## src/rtl/sb_config_loader.sv

```systemverilog
// Switch-box configuration loader: streams NWORDS bytes plus an XOR checksum into a shadow
// register and commits the whole pattern to the live switch box in one cycle.
module sb_config_loader #(
  parameter int unsigned CFG_BITS = 384,
  parameter int unsigned WORD_W   = 8
) (
  input  logic                clk,
  input  logic                rst,
  input  logic                start,
  input  logic                abort,
  input  logic [WORD_W-1:0]   in_data,
  input  logic                in_valid,
  output logic                in_ready,
  output logic [CFG_BITS-1:0] sram_con_bit,
  output logic                busy,
  output logic                done,
  output logic                err
);

  localparam int unsigned NWORDS = CFG_BITS / WORD_W;
  localparam int unsigned CNT_W  = (NWORDS > 1) ? $clog2(NWORDS) : 1;
  localparam logic [CNT_W-1:0] LastWord = CNT_W'(NWORDS - 1);

  localparam logic [2:0] StIdle   = 3'd0;
  localparam logic [2:0] StLoad   = 3'd1;
  localparam logic [2:0] StCheck  = 3'd2;
  localparam logic [2:0] StCommit = 3'd3;
  localparam logic [2:0] StError  = 3'd4;

  logic [2:0]          state_q, state_d;
  logic [CNT_W-1:0]    count_q, count_d;
  logic [WORD_W-1:0]   acc_q, acc_d;
  logic [CFG_BITS-1:0] shadow_q, shadow_d;
  logic [CFG_BITS-1:0] cfg_q, cfg_d;
  logic                done_q, done_d;
  logic                err_q, err_d;

  assign in_ready     = (state_q == StLoad) || (state_q == StCheck);
  assign busy         = (state_q != StIdle);
  assign sram_con_bit = cfg_q;
  assign done         = done_q;
  assign err          = err_q;

  always_comb begin
    state_d  = state_q;
    count_d  = count_q;
    acc_d    = acc_q;
    shadow_d = shadow_q;
    cfg_d    = cfg_q;
    done_d   = 1'b0;
    err_d    = err_q;

    case (state_q)
      StIdle: begin
        if (start && !abort) begin
          state_d = StLoad;
          count_d = '0;
          acc_d   = '0;
          err_d   = 1'b0;
        end
      end
      StLoad: begin
        // abort takes priority over a transfer in the same cycle
        if (abort) begin
          state_d = StIdle;
        end else if (in_valid) begin
          shadow_d[WORD_W*count_q +: WORD_W] = in_data;
          acc_d   = acc_q ^ in_data;
          count_d = count_q + CNT_W'(1);
          if (count_q == LastWord) begin
            state_d = StCheck;
          end
        end
      end
      StCheck: begin
        if (abort) begin
          state_d = StIdle;
        end else if (in_valid) begin
          state_d = (in_data == acc_q) ? StCommit : StError;
        end
      end
      StCommit: begin
        cfg_d   = shadow_q;
        done_d  = 1'b1;
        state_d = StIdle;
      end
      StError: begin
        err_d   = 1'b1;
        state_d = StIdle;
      end
      default: begin
        state_d = StIdle;
      end
    endcase
  end

  always_ff @(posedge clk or posedge rst) begin
    if (rst) begin
      state_q  <= StIdle;
      count_q  <= '0;
      acc_q    <= '0;
      shadow_q <= '0;
      cfg_q    <= '0;
      done_q   <= 1'b0;
      err_q    <= 1'b0;
    end else begin
      state_q  <= state_d;
      count_q  <= count_d;
      acc_q    <= acc_d;
      shadow_q <= shadow_d;
      cfg_q    <= cfg_d;
      done_q   <= done_d;
      err_q    <= err_d;
    end
  end

endmodule

```

## config.mk

```make
export PLATFORM = sky130hd
export DESIGN_NAME = sb_config_loader
export DESIGN_NICKNAME = d
export VERILOG_FILES = /design/src/rtl/sb_config_loader.sv
export SDC_FILE = /design/constraint.sdc
export NUM_CORES = 2
export LEC_CHECK = 0
export ABC_CLOCK_PERIOD_IN_PS = 43700
export CORE_MARGIN = 2
export CORE_UTILIZATION = 60
export CTS_CLUSTER_SIZE = 20
export DETAILED_ROUTE_END_ITERATION = 8
export HOLD_SLACK_MARGIN = 0.15
export PLACE_DENSITY_LB_ADDON = 0.2
export SYNTH_ARGS = -nofsm -noshare
export SYNTH_HDL_FRONTEND = slang
export SYNTH_SLANG_ARGS = --single-unit
```

## constraint.sdc

```tcl
create_clock -name clk -period 43.7 [get_ports clk]
set_input_delay 4.37 -clock clk [delete_from_list [all_inputs] [get_ports clk]]
set_output_delay 4.37 -clock clk [all_outputs]
set_load 0.03 [all_outputs]
```

==> results.toml <==
[status]
status = "complete, no violations"

[synth]
syn_area_um2 = 31300
synth-async-reset-ratio_pct = 100
synth_area_per_cell_um2 = 10.2
yosys_most_used_dff = "dfrtp_1"
synth_edf_count = 0
ys_seq_area_share_pct = 63.0
ys_ff_latch = 787
synth_cells = 3073
yosysUniqueCellTypes = 65
synth_warnings = 0
syn-num-nets = 3089

[setup_path]
critical_path_class = "in2async"
cp_data_arrival_time_ns = 8.58
end_kind = "async pin"
crit_fanout = 143
critPathSlowestCell = "buf_4"
crit_chain = "clkdlybuf4s50_1 > inv_8 > buf_4 > buf_4 > buf_4"
critPathLaunchType = "input pin"
r2r_slack_ns = 38.11
max_stage_delay_ns = 0.98
required_ns = 44.25
cpMostUsedCell = "buf_4"

[placed_design]
routabilityCongestion = 0.893
dpl_worst_slack_ns = 34.88
dpl.hpwl_um = 54800
io_buffers = 400
dp_cells = 4003

[floorplanning]
die_area_um2 = 54000
ios = 401
floorplan.initialDensity_pct = 60.9
core_area_um2 = 51400
row_count = 83
die_y_um = 232
die-width_um = 232

[sta]
drv_slew = 0
rsz0062_at_grt = "no"
skew_ns = 0.0127
setup_violations = 0
max_slew_margin_pct = 8.61
hold_viol = 0
fin_crit_sh_pct = 18.4
setup_tns_ns = 0
worst_pin_slew_ns = 1.37
worst_slack_ns = 35.67
timing.fmax_mhz = 124
final.min_clock_period_ns = 8.03

[cts]
cts_buffers = 76
clk_latency_ns = 0.61
clockRootBuffer = "clkbuf_16"
cts_resized = 0
cts_tree = "done"
clk_pin_slew_ns = 0.06
hold_buffers = 0
cts_sinks = 787
cts.path.max_buffers = 3
cts_setup_buffers = 0
htreeDepth = 3

[global_route]
grt_util_all_layers_pct = 33.4
grt_pass1_wl_um = 139000
antenna_found_initial = 3
grt_pass1_vias = 24700
grt.overflow.total = 0
grt_max_degree = 183

[layout]
nets = 3417
fillCellCount = 3452
stdcell_count = 4140
area_delta_synth_final_pct = 22.4
layout-drive-gt1-share_pct = 11.5

[detailed_routing]
initialDrtViolationCount = 2448
route.detailed.drc = 0
vias_per_cell = 5.85
routedWlPerCell_um = 21.4
ant_nets = 0
vias = 24200
drt-total-wl_um = 88700
firstDrtPassIters = 5

[power]
power.density_nw_per_um2 = 49.8
totalPowerFinal_uw = 1910
vdd_drop_max_mv = 0.0564
p_leak_uw = 0.0194

[worst_hold_path]
hp-class = "reg2reg"

[job]
maxCapViolations = 0
==> worst paths after layout <==
path,startpoint,endpoint,cells past startpoint
max,rst,sram_con_bit[274],5
min,shadow_q[268],sram_con_bit[268],2
max reg2reg,count_q[0],shadow_q[8],8
min reg2reg,shadow_q[268],sram_con_bit[268],2
max in group clk,abort,shadow_q[8],6
min in group asynchronous,rst,sram_con_bit[206],2
==> per-stage QoR <==
stage | utilization (%) | hold WS (ns) | area (um^2)
global placement | 69.4 | 0.441 | 35700
global route | 74.4 | 0.484 | 38300
floorplan | - | 0.432 | 31300
finish | 74.5 | 0.460 | 38300
detailed placement | 69.4 | 0.448 | 35700
CTS | 74.4 | 0.463 | 38300
==> kinds of logic (layout without fill, tap and decap cells) <==
group	Yosys count	count (layout)	share of synthesized area (%)
AO/OA/AOI/OAI	302	302	5.61
XOR/XNOR	17	17	0.500
adder cells (fa/ha/maj)	3	3	0.120
buffers and inverters	206	590	2.72
flip-flops	787	787	63.0
multiplexers	204	204	7.28
other	0	3	0
AND/OR/NAND/NOR	1554	1554	20.8
==> cell usage after synthesis (2+ instances only) <==
library cell / n / share of area (%)
nand2_1: 1331 / 16
dfrtp_1: 787 / 63
mux2_2: 177 / 6.4
o21ai_0: 172 / 2.8
clkbuf_1: 147 / 1.8
nand3_1: 75 / 1.2
o21ai_1: 69 / 1.1
nor2_1: 38 / 0.46
buf_2: 23 / 0.37
inv_1: 22 / 0.26
nand4_1: 21 / 0.42
mux2i_1: 16 / 0.51
nand4_4: 14 / 0.95
xnor2_1: 14 / 0.39
and2_1: 12 / 0.24
o31ai_1: 12 / 0.29
and3_1: 11 / 0.22
mux2_1: 11 / 0.40
a21bo_2: 8 / 0.26
nor3_1: 8 / 0.13
nor4_1: 8 / 0.16
o21ai_2: 8 / 0.22
and4_1: 7 / 0.20
buf_1: 7 / 0.084
o211ai_1: 6 / 0.14
nand2b_1: 5 / 0.10
o311ai_1: 4 / 0.11
ha_1: 3 / 0.12
nand3b_1: 3 / 0.072
nor2b_1: 3 / 0.060
nor3_4: 3 / 0.16
o2111ai_1: 3 / 0.084
or3_1: 3 / 0.060
a2111oi_2: 2 / 0.096
a211oi_2: 2 / 0.080
a21o_1: 2 / 0.048
a21oi_1: 2 / 0.032
buf_12: 2 / 0.13
buf_4: 2 / 0.048
nor2_2: 2 / 0.040
o22ai_1: 2 / 0.040
or2_2: 2 / 0.040
xor2_1: 2 / 0.056
==> final cells by class <==
cell class                      count  area [um^2]  share of cell area (%)
Clock inverter                     17          238                   0.621
Multi-Input combinational cell   2080        10800                    28.2
Sequential cell                   787        19700                    51.5
Clock buffer                      117         2370                    6.20
Tap cell                          680          851                    2.22
Timing Repair Buffer              432         4220                    11.0
Antenna cell                        3         7.51                  0.0196
Inverter                           24          105                   0.275
==> critical path: cells and delay by family <==
kind | cells | cell delay, ns
buf+inv | 5 | 3.92
==> power by group <==
group	switching (uW)	internal, uW	leakage (uW)
logic	332	98.2	0.00721
clock network	276	408	0.00129
registers	30.9	761	0.0109
==> layer usage <==
| metal | up-vias | part of all wire [%] | wire length, um | track usage [%] |
|---|---|---|---|---|
| met2 | 1052 | 49 | 43500 | 53.9 |
| met4 | 0 | 4.4 | 3860 | 15.5 |
| li1 | 10600 | - | - | - |
| met1 | 12300 | 39 | 34800 | 44.4 |
| met5 | - | 0 | 0 | 0 |
| met3 | 250 | 7.3 | 6500 | 6.04 |
==> registers in the layout, indices dropped and copies added, names as in the netlist <==
| register | count |
|---|---|
| shadow_q | 384 |
| done | 1 |
| sram_con_bit | 384 |
| count_q | 6 |
| err | 1 |
| state_q | 3 |
| acc_q | 8 |
==> layout by cell type, fill, tap and decap left out, types with 10 or more instances in the layout <==
cell / n
nand3_1: 75
inv_1: 21
nand4_1: 21
o21ai_1: 69
and3_1: 11
dfrtp_1: 787
nand4_4: 14
clkbuf_8: 21
clkbuf_1: 15
nand2_1: 1330
o31ai_1: 12
clkdlybuf4s50_1: 392
mux2_2: 177
and2_1: 12
mux2_1: 11
o21ai_0: 172
clkinv_2: 10
xnor2_1: 13
buf_4: 31
nor2_1: 34
clkbuf_16: 81
mux2i_1: 15
No activity file was read; power rests on OpenSTA's default activity.
